<file path="src/rtl/lc3b_types.sv">
// Shared LC-3b datapath types, including the memory-port arbiter state.
// Latency: n/a (types only).
// Backpressure: n/a (types only).
package lc3b_types;

  typedef logic [15:0] lc3b_word;
  typedef logic [1:0]  lc3b_mem_wmask;

  typedef enum logic [1:0] {
    ARB_IDLE,
    ARB_SERVE_IF,
    ARB_SERVE_MEM
  } lc3b_arb_state;

  // Streak counter width; covers the legal STREAK_MAX range 1..15.
  localparam int ARB_STREAK_W = 4;

endpackage

</file>
<file path="src/rtl/mux2.sv">
// Generic two-input multiplexer.
// Latency: combinational.
// Backpressure: none.
module mux2 #(
  parameter int WIDTH = 16
) (
  input  logic             sel,
  input  logic [WIDTH-1:0] a,
  input  logic [WIDTH-1:0] b,
  output logic [WIDTH-1:0] f
);

  assign f = sel ? b : a;

endmodule

</file>
<file path="src/rtl/mem_port_arbiter.sv">
// Shares one physical memory port between the fetch (if_*) and data (mem_*) ports.
// Latency: request seen in IDLE -> pmem strobe next cycle; pmem_resp routed to x_resp same cycle.
// Backpressure: losing port simply holds its request; data wins ties, but fetch wins after STREAK_MAX data grants.
module mem_port_arbiter
  import lc3b_types::*;
#(
  parameter int STREAK_MAX = 4
) (
  input  logic          clk,
  input  logic          reset,

  input  logic          if_read,
  input  logic          if_write,
  input  lc3b_mem_wmask if_wmask,
  input  lc3b_word      if_address,
  input  lc3b_word      if_wdata,
  output logic          if_resp,
  output lc3b_word      if_rdata,

  input  logic          mem_read,
  input  logic          mem_write,
  input  lc3b_mem_wmask mem_wmask,
  input  lc3b_word      mem_address,
  input  lc3b_word      mem_wdata,
  output logic          mem_resp,
  output lc3b_word      mem_rdata,

  output logic          pmem_read,
  output logic          pmem_write,
  output lc3b_mem_wmask pmem_wmask,
  output lc3b_word      pmem_address,
  output lc3b_word      pmem_wdata,
  input  logic          pmem_resp,
  input  lc3b_word      pmem_rdata
);

  localparam logic [ARB_STREAK_W-1:0] STREAK_LIM = ARB_STREAK_W'(STREAK_MAX);

  lc3b_arb_state           state;
  logic [ARB_STREAK_W-1:0] streak;

  logic          if_req;
  logic          mem_req;
  logic          serve_if;
  logic          serve_mem;
  logic          busy;
  lc3b_word      sel_address;
  lc3b_word      sel_wdata;
  lc3b_mem_wmask sel_wmask;

  assign if_req    = if_read | if_write;
  assign mem_req   = mem_read | mem_write;
  assign serve_if  = (state == ARB_SERVE_IF);
  assign serve_mem = (state == ARB_SERVE_MEM);
  assign busy      = serve_if | serve_mem;

  // Port select: fetch when serving fetch, otherwise data; zeroed below when idle.
  mux2 #(.WIDTH(16)) address_mux (.sel(serve_if), .a(mem_address), .b(if_address), .f(sel_address));
  mux2 #(.WIDTH(16)) wdata_mux   (.sel(serve_if), .a(mem_wdata),   .b(if_wdata),   .f(sel_wdata));
  mux2 #(.WIDTH(2))  wmask_mux   (.sel(serve_if), .a(mem_wmask),   .b(if_wmask),   .f(sel_wmask));

  assign pmem_address = busy ? sel_address : '0;
  assign pmem_wdata   = busy ? sel_wdata   : '0;
  assign pmem_wmask   = busy ? sel_wmask   : '0;

  // Strobes follow the granted port live, so a withdrawn request drops them while the grant holds.
  assign pmem_read  = (serve_if & if_read)  | (serve_mem & mem_read);
  assign pmem_write = (serve_if & if_write) | (serve_mem & mem_write);

  // A stray pmem_resp while idle reaches neither port.
  assign if_resp   = serve_if  & pmem_resp;
  assign mem_resp  = serve_mem & pmem_resp;
  assign if_rdata  = pmem_rdata;
  assign mem_rdata = pmem_rdata;

  // Grant FSM and starvation counter; every grant returns through IDLE for one cycle.
  always_ff @(posedge clk) begin
    if (reset) begin
      state  <= ARB_IDLE;
      streak <= '0;
    end else begin
      case (state)
        ARB_IDLE: begin
          if (if_req && mem_req) begin
            if (streak < STREAK_LIM) begin
              state  <= ARB_SERVE_MEM;
              streak <= streak + ARB_STREAK_W'(1);
            end else begin
              state  <= ARB_SERVE_IF;
              streak <= '0;
            end
          end else if (mem_req) begin
            state <= ARB_SERVE_MEM;
          end else if (if_req) begin
            state  <= ARB_SERVE_IF;
            streak <= '0;
          end
        end
        ARB_SERVE_IF, ARB_SERVE_MEM: begin
          if (pmem_resp) state <= ARB_IDLE;
        end
        default: state <= ARB_IDLE;
      endcase
    end
  end

  // Read and write together on one port is a requester bug; pmem still sees both strobes.
  if_rw_exclusive: assert property (@(posedge clk) disable iff (reset) !(if_read && if_write));
  mem_rw_exclusive: assert property (@(posedge clk) disable iff (reset) !(mem_read && mem_write));

endmodule
</file>
<file path="config.mk">
export PLATFORM = sky130hd
export DESIGN_NAME = mem_port_arbiter
export DESIGN_NICKNAME = d
export VERILOG_FILES = /design/src/rtl/lc3b_types.sv /design/src/rtl/mux2.sv /design/src/rtl/mem_port_arbiter.sv
export SDC_FILE = /design/constraint.sdc
export NUM_CORES = 1
export LEC_CHECK = 0
export BUFFER_PORTS_ARGS = -buffer_cell sky130_fd_sc_hd__buf_2
export CAP_MARGIN = 0
export CORE_MARGIN = 4
export CORE_UTILIZATION = 30
export DETAILED_ROUTE_END_ITERATION = 10
export HOLD_SLACK_MARGIN = 0.06
export PLACE_DENSITY_LB_ADDON = 0.15
export SETUP_SLACK_MARGIN = 0.15
export SLEW_MARGIN = 40
export SYNTH_ARGS = -nofsm -noshare
export SYNTH_HDL_FRONTEND = slang
export SYNTH_HIERARCHICAL = 1
export SYNTH_SLANG_ARGS = --single-unit
</file>
<file path="constraint.sdc">
create_clock -name clk -period 2.2 [get_ports clk]
set_input_delay 0.22 -clock clk [delete_from_list [all_inputs] [get_ports clk]]
set_output_delay 0.22 -clock clk [all_outputs]
set_load 0.02 [all_outputs]
</file>
# Yosys cells after proc, flatten, opt, wreduce, memory -nomap -nowiden
# Cells that the tools add are included.
# totals
reg_bits,6
input_bits,91
wordCells,42
# op_classes
add_sub_neg,1
n_lt_le_gt_ge,1
eq_ne,5
n_mux,16
bitwise_logic,11
reduce_logical,6
# op_table
op,count
16-bit two-way mux,4
4-bit two-way mux,4
2-bit two-way mux,7
1-bit AND,6
1-bit bitwise OR,5
"4-bit by 1-bit adder with 4-bit output, second input constant",1
"4-bit by 3-bit < comparator with 1-bit output, second input constant",1
"4-bit != test, second input constant",1
2-bit case mux with 2 select lines,1
3-bit AND reduction,1
"2-bit by 1-bit equality test with 1-bit output, second input constant",1
"2-bit equality test, second input constant",1
2-bit logical NOT,1
"2-bit by 1-bit != test with 1-bit output, second input constant",1
"2-bit != test, second input constant",1
2-bit AND reduction,1
2-bit nonzero test,1
2-bit OR reduction,1
1-bit logical AND,1

# Logic depth before layout (Yosys ltp)
# depth
depth_word,5
ltp_mapped,6
depth_no_buf,5

# Hierarchy
# The synthesis kept the hierarchy.
# by_module_without_submodules
mod,instances,cells_each,area_each_um2,seq_area_each_um2
mem_port_arbiter,1,109,847.1,120.1
mux2 (address_mux ...),2,18,249.0,0.0
mux2 (wmask_mux),1,2,22.5,0.0

# Least setup slack after synthesis
# OpenSTA, ideal clock, no wires.
# synth_timing
path_kind,reg-to-output
startpoint,reg state[1]
endpoint,out pmem_address[10]
arrival_ps,1448
required_time_ps,1980
slack_ps,532
path_stages_with_launch,7
n_path_buf,2
cell_sequence,dfxtp_1 > inv_1 > ha_1 > buf_6 > buf_12 > mux2_4 > and2_1
# synth_via
elab_chain_cells,3
elab_cells_between_ends,5
cone_classes,eq/ne: 2; mux: 2; bitwise: 1
# synth_lines
item,line_no,text
start: declaration,mem_port_arbiter.sv:39,lc3b_arb_state state;
start signal: assignment,mem_port_arbiter.sv:79,state <= ARB_IDLE;
start signal: assignment,mem_port_arbiter.sv:86,state <= ARB_SERVE_MEM;
start signal: assignment,mem_port_arbiter.sv:89,state <= ARB_SERVE_IF;
2-bit by 1-bit equality test with 1-bit output,mem_port_arbiter.sv:53,assign serve_if = (state == ARB_SERVE_IF);
named net serve_if,mem_port_arbiter.sv:44,logic serve_if;
16-bit two-way mux,mux2.sv:13,assign f = sel ? b : a;
named net sel_address[10],mem_port_arbiter.sv:47,lc3b_word sel_address;
16-bit two-way mux,mem_port_arbiter.sv:62,assign pmem_address = busy ? sel_address : '0;
end: declaration,mem_port_arbiter.sv:31,"output lc3b_word pmem_address,"
# The timed path passes the listed nets, and every way through them passes these cells.

# Final worst setup path
# layout_timing
startpoint,reg state[1]
endpoint,out pmem_address[0]
# Same word-level chain as after synthesis.

==> impl_results.md <==
- Status: completed
- Post-synth top area cell: mux2_4
- Final min period: about 2.0 ns
- Worst-Margin Slew: approximately 0.37 ns
- Final hold viol count: 0
- Synthesized net count: roughly 240
- Leakage: 0.959 nW
- Hold Crit Start: reset
- Met2 GRT Util: 0.210
- Post-Route Setup TNS: 0 ns
- IO buf count: ~110
- WL/cell: between 10 and 15 um
- Cell at the slowest stage of the critical path: mux2_2
- Clk sinks: 6
- Final period utilization: 0.893
- Reg2Reg Depth: 5
- Largest cells by area after synthesis: mux2_4 22%, buf_4 18%, and2_1 15%
- Synthesis-to-layout area growth: 29.5%
- CP delay by family, top: buffers and inverters
- Worst Setup Start Kind: flop
- Placer congestion estimate: 0.690
- Chip height: 75.5 um
- Sequential area share after synthesis: 0.0878
- Initial antenna violation count: 0
- Mapped Cells: approximately 150
- CTS root buf: clkbuf_8
- Crit path capture type: output pin
- Final wirelength: about 3600 um
- Vias in the first global route: 1,277
- Total grt overflow: 0
- Vias/cell: ~4.5
- CP Data Arrival Time: ~1.8 ns
- Post-synth EDFFs: 0
- HP Class: in2reg
- Max-slew headroom: 0.753
- Detail Placement HPWL: 3090 um
- First-pass GRT wire length: 5440 um
- MaxCap Viol Count: 0
- Clock network power share: 0.152
- Largest net degree at the start of global routing: 30
- Vias: 1,256
- Skew-Pair Late Insertion Delay: between 0.2 and 0.25 ns
- Ports: ~160
- Comb power frac: 0.731
- Yosys top cell area share: 0.220
- Ys async rst share: 0
- Post-route insts no fill: between 200 and 300
- Std cell rows: 24
- GRT met3 Usage: 0.0620
- CTS buffer count: 3
- Hold EP: streak[1]$_SDFFE_PP0P_
- Hold Path Depth: 2
- DR iter-0 viols: 30
- N_diodes: 0
- Setup Fix Bufs, Post-CTS: 0
- Hold-fix buffers at CTS: 0
- RSZ-0062 raised after global routing: no
- Placed Cells: ~280
- Met1 Use GR: 0.129
- PD cells: around 630 nW/um^2
- Die width: 75.5 um
- Crit-path cells: inv_1 -> ha_2 -> buf_12 -> mux2_2 -> and2_2 -> buf_2
- Sw frac: 0.440
- CTS tree: done
- Worst r2r src: state[0]$_SDFFE_PP0P_
- Synthesis warning total: 6
- Core area: 4380 um^2
- Top cells by count, synth: 32 x and2_1, 32 x buf_4, 20 x mux2_4
- Syn avg cell area: between 9 and 10 um^2
- Buffer and inverter count on the worst path: 3
- Clock-pin slew on the worst setup and hold paths: about 0.040 ns
- Residual DRC count: 0
- CTS H-tree depth: 1
- Library cells used by synthesis: 29
- CP peak stage delay: 0.35 ns
- ANT nets after route: 0
- GR Util All Layers: 0.120
- R2R setup slack: roughly 0.54 ns
- Net Switching: about 0.49 mW
- VDD IR-drop max: between 200 and 250 uV
- Initial Utilization: 0.312
- Clock Skew: about 0.0031 ns
- Die area: approximately 5700 um^2
- Main synth FF type: dfxtp_1
- Critical setup path kind: reg2out
- Ratio of cells with drive above 1 in the final layout: 0.708
- # setup viols final: 0
- Worst reg2reg endpoint: state[0]$_SDFFE_PP0P_
- First drt pass iteration count: 4
- Bufs on Longest Clock Path: 2
- Seq cells post-synth: 6
- Fmax: just over 500 MHz
- Pint: around 0.62 mW
- Reg power frac: 0.117
- Final Max Tran Viols: 0
- NumNets Final: around 320
- Post-cts sizing count: 0
- Critical path peak fanout: 29
- Mapped cell area: 1370 um^2
- Req. time, crit path: between 1.5 and 2 ns
- GRT busiest layer: met2
state kept, by name, indices dropped and copies added (netlist names):
signal and cells:
streak 4, state 2
worst register-to-register path, stage by stage, from the launching register on:
cell and delay (ns):
dfxtp_1 0.35, inv_1 0.09, ha_1 0.50, nand2b_2 0.15, mux2i_1 0.15, a2111oi_2 0.32
metrics by stage:
| step | hold slack (ns) | power [mW] | instance area, um^2 | worst slack [ns] | util |
|---|---|---|---|---|---|
| after floorplan | 0.289 | 0.779 | 1370 | 0.532 | - |
| after global placement | 0.440 | 0.971 | 1730 | 0.454 | 0.394 |
| after detailed placement | 0.440 | 0.959 | 1730 | 0.470 | 0.394 |
| after CTS | 0.270 | 1.13 | 1770 | 0.221 | 0.404 |
| after global routing | 0.278 | 1.21 | 1770 | 0.150 | 0.404 |
| final | 0.271 | 1.11 | 1770 | 0.235 | 0.404 |
layer usage:
layer / vias to the layer above / part of all wire / wire, um
met3: 4 / 0.14 / 499
met1: 558 / 0.34 / 1230
met5: - / 0 / 0
met2: 66 / 0.52 / 1870
li1: 628 / - / -
met4: 0 / 0.0053 / 19
power groups by stage:
stage	combinational, mW	clock (mW)	sequential, mW
floorplan	0.649	0	0.130
finish	0.815	0.169	0.131
CTS	0.829	0.173	0.131
global route	0.895	0.184	0.132
global placement	0.839	0	0.132
detailed placement	0.827	0	0.132
how the worst max path moves through the flow:
| stage | startpoint | to | slack, ns | depth (start not counted) |
|---|---|---|---|---|
| 2_1_floorplan | state[1]$_SDFFE_PP0P_ | pmem_address[10] | 0.53 | 6 |
| 3_3_place_gp | state[0]$_SDFFE_PP0P_ | state[0]$_SDFFE_PP0P_ | 0.45 | 5 |
| 3_5_place_dp | state[1]$_SDFFE_PP0P_ | pmem_address[0] | 0.47 | 6 |
| 4_1_cts | state[1]$_SDFFE_PP0P_ | pmem_wdata[15] | 0.22 | 6 |
| 5_1_grt | state[1]$_SDFFE_PP0P_ | pmem_wdata[15] | 0.15 | 6 |
| 6_report | state[1]$_SDFFE_PP0P_ | pmem_address[0] | 0.23 | 6 |
kinds of logic after synthesis:
kind of cell             count (synthesis)  share of synthesized area
AND/OR/NAND/NOR                         50                      0.234
buffers and inverters                   41                      0.235
multiplexers                            35                      0.342
AO/OA/AOI/OAI                           11                     0.0640
flip-flops                               6                     0.0878
adder cells (fa/ha/maj)                  4                     0.0366
layout by cell type (no fill, tap or decap), types with 2 or more instances in the layout:
cell type	netlist	layout
buf_2	0	112
and2_1	32	32
mux2_4	20	20
mux2_2	14	14
dfxtp_1	6	6
and2_2	4	4
nand2_1	3	3
a21oi_1	3	3
ha_1	4	3
clkbuf_8	0	3
inv_1	2	2
a22o_1	2	2
nor2_1	2	2
nand4_1	2	2
nand4b_1	2	2
buf_12	2	2
cell type report:
type / count / area [um^2]
inverters: 2 / 7.51
clock buffers: 3 / 41.3
multi-input cells: 100 / 928
flip-flops and latches: 6 / 120
repair buffers: 115 / 608
fillers: 462 / 2610
well taps: 52 / 65.1
(Power assumes the default switching activity.)
